File: config.mk
export PLATFORM = sky130hd
export DESIGN_NAME = fifo_input_arbiter
export DESIGN_NICKNAME = d
export VERILOG_FILES = /design/src/rtl/fifo_arb_pkg.sv /design/src/rtl/rr_priority_pick.sv /design/src/rtl/fifo_input_arbiter.sv
export SDC_FILE = /design/constraint.sdc
export NUM_CORES = 1
export LEC_CHECK = 0
export CAP_MARGIN = 10
export CORE_ASPECT_RATIO = 2
export CORE_UTILIZATION = 27
export CTS_BUF_LIST = sky130_fd_sc_hd__clkbuf_4 sky130_fd_sc_hd__clkbuf_8 sky130_fd_sc_hd__clkbuf_16
export DETAILED_ROUTE_END_ITERATION = 12
export PLACE_DENSITY_LB_ADDON = 0.25
export SYNTH_ARGS = -nofsm -noshare
export SYNTH_HDL_FRONTEND = slang
export SYNTH_SLANG_ARGS = --single-unit
File: constraint.sdc
create_clock -name clk -period 1.7 [get_ports clk]
set_input_delay 0.34 -clock clk [delete_from_list [all_inputs] [get_ports clk]]
set_output_delay 0.34 -clock clk [all_outputs]
set_load 0.01 [all_outputs]
File: src/rtl/fifo_arb_pkg.sv
// rtl/fifo_arb_pkg.sv - shared types and helpers for fifo_input_arbiter
//
// Purpose: arbiter state encoding, requester-count ceiling and a behavioural
//          round-robin pick usable by any block that needs the same ordering.
// Ports:   none (package).
package fifo_arb_pkg;

  typedef enum logic {
    IDLE  = 1'b0,
    BURST = 1'b1
  } arb_state_e;

  localparam int NUM_REQ_MAX = 16;

  // First requester with req_vec set, scanning ptr+1, ptr+2, ... modulo num_req.
  // Returns ptr unchanged when nothing is requesting.
  function automatic int unsigned rr_next(input logic [NUM_REQ_MAX-1:0] req_vec,
                                          input int unsigned ptr,
                                          input int unsigned num_req);
    int unsigned idx;
    logic        found;
    rr_next = ptr;
    found   = 1'b0;
    for (int unsigned k = 1; k <= NUM_REQ_MAX; k++) begin
      idx = (ptr + k) % num_req;
      if (!found && (k <= num_req) && req_vec[idx[3:0]]) begin
        found   = 1'b1;
        rr_next = idx;
      end
    end
  endfunction

endpackage

File: src/rtl/rr_priority_pick.sv
// rtl/rr_priority_pick.sv - combinational round-robin pick (rotate, find-first, unrotate)
//
// Purpose: select the first set bit of req starting just after ptr, wrapping.
// Ports:
//   req  in  N  request vector
//   ptr  in  W  index of the previous winner; scanning starts at ptr+1
//   any  out 1  at least one request present
//   idx  out W  winning index (meaningful only when any=1)
module rr_priority_pick #(
  parameter int N = 4,
  parameter int W = $clog2(N)
) (
  input  logic [N-1:0] req,
  input  logic [W-1:0] ptr,
  output logic         any,
  output logic [W-1:0] idx
);

  logic [2*N-1:0] dbl;
  logic [N-1:0]   rot;
  int unsigned    off;
  int unsigned    sum;

  always_comb begin
    // rot[j] is req[(ptr+1+j) mod N]; a shift of exactly N (ptr=N-1) yields req itself.
    dbl = {req, req} >> (int'(ptr) + 1);
    rot = dbl[N-1:0];
    off = 0;
    // Descending loop so the lowest set offset is the one that sticks.
    for (int j = N - 1; j >= 0; j--) begin
      if (rot[j]) begin
        off = unsigned'(j);
      end
    end
    sum = 32'(ptr) + 32'd1 + off;
    if (sum >= unsigned'(N)) begin
      sum = sum - unsigned'(N);
    end
    idx = sum[W-1:0];
    any = |req;
  end

endmodule

File: src/rtl/fifo_input_arbiter.sv
// rtl/fifo_input_arbiter.sv - burst-locked round-robin arbiter in front of a ready/valid FIFO input
//
// Purpose: shares one FIFO input port among NUM_REQ requesters. A grant is held
//          until the granted requester hands over a beat with last=1. New grants
//          are withheld while input_almost_full is high.
// Optional: define KANAGAWA_FIFO_ARB_STATS_EN to add grant_count (32-bit
//           saturating per-requester grant counters).
// Ports:
//   clk, rst           clock, synchronous active-high reset
//   req_valid/last/data per-requester stream in (data i at [i*DATA_WIDTH +: DATA_WIDTH])
//   req_ready          per-requester ready
//   out_valid/data/src stream to the FIFO input, out_src = granted requester
//   out_ready          FIFO input ready
//   input_almost_full  FIFO almost-full flag, sampled only while arbitrating
//   busy               high while a burst owns the FIFO
//   grant_count        (optional) NUM_REQ x 32-bit grant counters
module fifo_input_arbiter
  import fifo_arb_pkg::*;
#(
  parameter int NUM_REQ    = 4,
  parameter int DATA_WIDTH = 16,
  parameter int SRC_WIDTH  = $clog2(NUM_REQ)
) (
  input  logic                          clk,
  input  logic                          rst,
  input  logic [NUM_REQ-1:0]            req_valid,
  input  logic [NUM_REQ-1:0]            req_last,
  input  logic [NUM_REQ*DATA_WIDTH-1:0] req_data,
  output logic [NUM_REQ-1:0]            req_ready,
  output logic                          out_valid,
  output logic [DATA_WIDTH-1:0]         out_data,
  output logic [SRC_WIDTH-1:0]          out_src,
  input  logic                          out_ready,
  input  logic                          input_almost_full,
  output logic                          busy
`ifdef KANAGAWA_FIFO_ARB_STATS_EN
  ,
  output logic [NUM_REQ*32-1:0]         grant_count
`endif
);

  arb_state_e           state, state_nxt;
  logic [SRC_WIDTH-1:0] sel, sel_nxt;
  logic [SRC_WIDTH-1:0] ptr, ptr_nxt;
  logic                 pick_any;
  logic [SRC_WIDTH-1:0] pick_idx;
  logic                 grant;

  rr_priority_pick #(
    .N (NUM_REQ),
    .W (SRC_WIDTH)
  ) u_pick (
    .req (req_valid),
    .ptr (ptr),
    .any (pick_any),
    .idx (pick_idx)
  );

  // Arbitration happens only from IDLE; a burst in flight always finishes even
  // if the FIFO becomes almost full, relying on its headroom.
  assign grant = (state == IDLE) && !input_almost_full && pick_any;

  always_ff @(posedge clk) begin
    if (rst) begin
      state <= IDLE;
      sel   <= '0;
      ptr   <= SRC_WIDTH'(NUM_REQ - 1);
    end else begin
      state <= state_nxt;
      sel   <= sel_nxt;
      ptr   <= ptr_nxt;
    end
  end

  always_comb begin
    state_nxt = state;
    sel_nxt   = sel;
    ptr_nxt   = ptr;
    out_valid = 1'b0;
    out_data  = '0;
    out_src   = sel;
    req_ready = '0;
    busy      = 1'b0;
    unique case (state)
      IDLE: begin
        if (grant) begin
          sel_nxt   = pick_idx;
          state_nxt = BURST;
        end
      end
      BURST: begin
        busy           = 1'b1;
        out_valid      = req_valid[sel];
        out_data       = req_data[sel*DATA_WIDTH +: DATA_WIDTH];
        // Ready depends only on the grant and out_ready, never on req_valid.
        req_ready[sel] = out_ready;
        if (out_valid && out_ready && req_last[sel]) begin
          state_nxt = IDLE;
          ptr_nxt   = sel;
        end
      end
      default: begin
        state_nxt = IDLE;
      end
    endcase
  end

`ifdef KANAGAWA_FIFO_ARB_STATS_EN
  always_ff @(posedge clk) begin
    if (rst) begin
      grant_count <= '0;
    end else begin
      for (int i = 0; i < NUM_REQ; i++) begin
        if (grant && (pick_idx == SRC_WIDTH'(i)) && (grant_count[i*32 +: 32] != 32'hFFFF_FFFF)) begin
          grant_count[i*32 +: 32] <= grant_count[i*32 +: 32] + 32'd1;
        end
      end
    end
  end
`endif

endmodule

==> metrics.md <==
| Metric | Value |
|---|---|
| Post-Syn Nets | 179 |
| Share of cells above drive strength 1 | 45.85% |
| CP Launch Type | register |
| Sink Count | 5 |
| RSZ-0062 raised after global routing | yes |
| CP Max Fanout | 6 |
| Initial antenna violation count | 0 |
| CTS tree | built |
| Worst-path cell chain | buf_6 > buf_12 > mux4_2 > and2_1 > buf_2 |
| H-tree depth | 1 |
| Nets | 307 |
| DRT iter0 DRCs | 12 |
| Synth Instances | 102 |
| Max VDD drop | 0.0004205 V |
| Fin. max-slew vios | 0 |
| Vias in the first global route | 1462 |
| Die Wd | 44.79 microns |
| All-Layer GR Usage | 24.39% |
| Dpl ws | -0.5797 ns |
| Critical path arrival | 1.60 ns |
| IO Port Bufs | 99 |
| Via count | 1374 |
| DRC Markers | 0 |
| Seq/Total Area, Yosys | 10.13% |
| Max Cap Viol | 0 |
| Yosys reg bits | 5 |
| Crit-path slowest cell | mux4_2 |
| Leakage | 0.9559 nW |
| Number of flops mapped to enable cells by yosys | 0 |
| Overall power | 1.018 mW |
| Dpl hpwl | 3.668 mm |
| Worst Setup End Kind | primary output |
| Most frequent cells in the layout | 73 x clkdlybuf4s50_1, 23 x buf_4, 18 x mux4_2, 14 x buf_2, 12 x buf_6 |
| Prevailing post-synth register cell | dfxtp_1 |
| Vias per Instance | 4.960 |
| Area Growth Syn to Fin | 137.0% |
| Clock-pin slew on the worst setup and hold paths | 0.04 ns |
| Root buf cell | clkbuf_8 |
| Fin crit period | 1.945 ns |
| TritonRoute pass-1 iters | 4 |
| Post-synthesis async set-or-reset flop share | 0% |
| Syn. warnings | 0 |
| Failing checks | setup timing |
| Mean post-synth cell area | 9.691 sq um |
| Worst EP required | 1.36 ns |
| Pin count of the biggest net entering global routing | 19 |
| Routed WL | 4.689 mm |
| Commonest non-fill, non-tap cell in the layout | clkdlybuf4s50_1 |
| Max clock buf depth | 2 |
| Setup_tns | -3.286 ns |
| FMAX | 514.2 MHz |
| Min Hold Slack | 0.7101 ns |
| Total gr overflow | 0 |
| Core Rows | 30 |
| Hold Vio Cnt, Final | 0 |
| Worst setup margin | -0.2446 ns |
| Die height | 87.57 microns |
| Finish-stage setup viols | 18 |
| Inserted Diodes | 0 |
| Synth unique cells | 31 |
| Status | finished, violations left |
| Synthesized area | 988.4 sq um |
| CP Class | register to primary output |
| CTS Hold Bufs | 0 |
| Clk_lat worst skew | 0.22 ns |
| TritonCTS Buffers | 3 |
| Max incr delay on CP | 0.50 ns |
| Pwr dens | 434.6 nW/um^2 |
| Skew final | 0.001171 ns |
| Die area | 3922 sq um |
| Slew of the pin with the lowest slew margin | 0.3172 ns |
| Period utilisation layout | 114.4% |
| Gpl congestion | 0.7757 |
| Final antenna-violating net count | 0 |
| HP Class | register to register |
| First-pass GRT wire length | 7.065 mm |
| Starting density of the core | 28.62% |
| IO Pins | 100 |
| Core area | 3453 sq um |
| WL/cell | 16.93 microns |
| Slew HR | 78.66% |
-- sequential cells by signal, summed over array words and instances, names as in the netlist --
signal and cells:
out_src 2, state 1, ptr 2
-- worst max-delay path, delay by kind of cell, from the launching register on --
kind / cells / cell delay, ns
muxes: 1 / 0.50
buffers and inverters: 3 / 0.38
DFF: 1 / 0.35
and+or+nand+nor: 1 / 0.15
-- cell type report --
type,count,area (sq um)
sequential,5,111.4
clock buffer,4,48.80
timing repair buffer,133,1244
tap,48,60.06
inverter,4,17.52
fill,282,1111
multi-input combinational,83,860.8
-- worst paths after layout --
path	startpoint	endpoint	slack, ns	depth (start not counted)
worst min-delay path	state	state	0.71	3
worst min register to register	state	state	0.71	3
worst max register to register	ptr[0]	out_src[1]	-0.10	9
worst max-delay path	out_src[0]	out_data[5]	-0.24	5
-- cells by family (layout without fill, tap and decap cells) --
group	count (synthesis)	count (layout)	share of synthesized area [%]
xor+xnor	1	1	0.8862
fa+ha+maj	1	1	1.266
flops	5	5	10.13
simple gates	49	49	27.09
mux	18	18	41.01
buf+inv	14	141	8.227
compound gates	14	14	11.39
-- power breakdown --
part           leakage [nW]  internal, mW  total [mW]  switching, mW
Sequential           0.0421         0.126       0.139         0.0129
Combinational         0.888         0.428       0.640          0.212
Clock                0.0262         0.177       0.240         0.0624
-- synthesized netlist by cell type (2+ instances only) --
cell	count	area share [%]
nor3_1	5	2.5
nand2_1	5	1.9
nor2_1	14	5.3
clkbuf_1	2	0.76
dfxtp_1	5	10
buf_2	2	1.0
mux4_2	18	41
nand3_1	2	1.0
a211oi_1	3	2.3
a21oi_1	2	1.0
buf_6	2	2.3
o32ai_1	2	1.8
and2_1	17	11
inv_1	4	1.5
buf_4	3	2.3
-- metal layers --
metal  global-route usage, %  wire (microns)  part of all wire [%]  vias up
met5                       0               0                     0        -
met4                   5.510              93                   2.0        0
met3                   7.216             467                    10       10
met2                   48.66            2609                    56       77
met1                   22.75            1519                    32      641
li1                        -               -                     -      646
-- stage by stage --
| step | cell area, sq um | cells | utilization (%) |
|---|---|---|---|
| 6_report | 2342 | 277 | 67.83 |
| 3_3_place_gp | 2185 | 262 | 63.26 |
| 5_1_grt | 2342 | 277 | 67.83 |
| 2_1_floorplan | 993.5 | 102 | - |
| 4_1_cts | 2336 | 278 | 67.64 |
| 3_5_place_dp | 2185 | 262 | 63.26 |
-- repair_timing --
| item | CTS | global route |
|---|---|---|
| pin swaps | 26 | 3 |
| gates cloned | 1 | 0 |
| buffers inserted | 11 | 0 |
| resized for setup | 113 | 18 |
| endpoints found under the setup margin | 25 | 26 |
| hold endpoints to repair | 0 | 0 |
(Power assumes the default switching activity.)
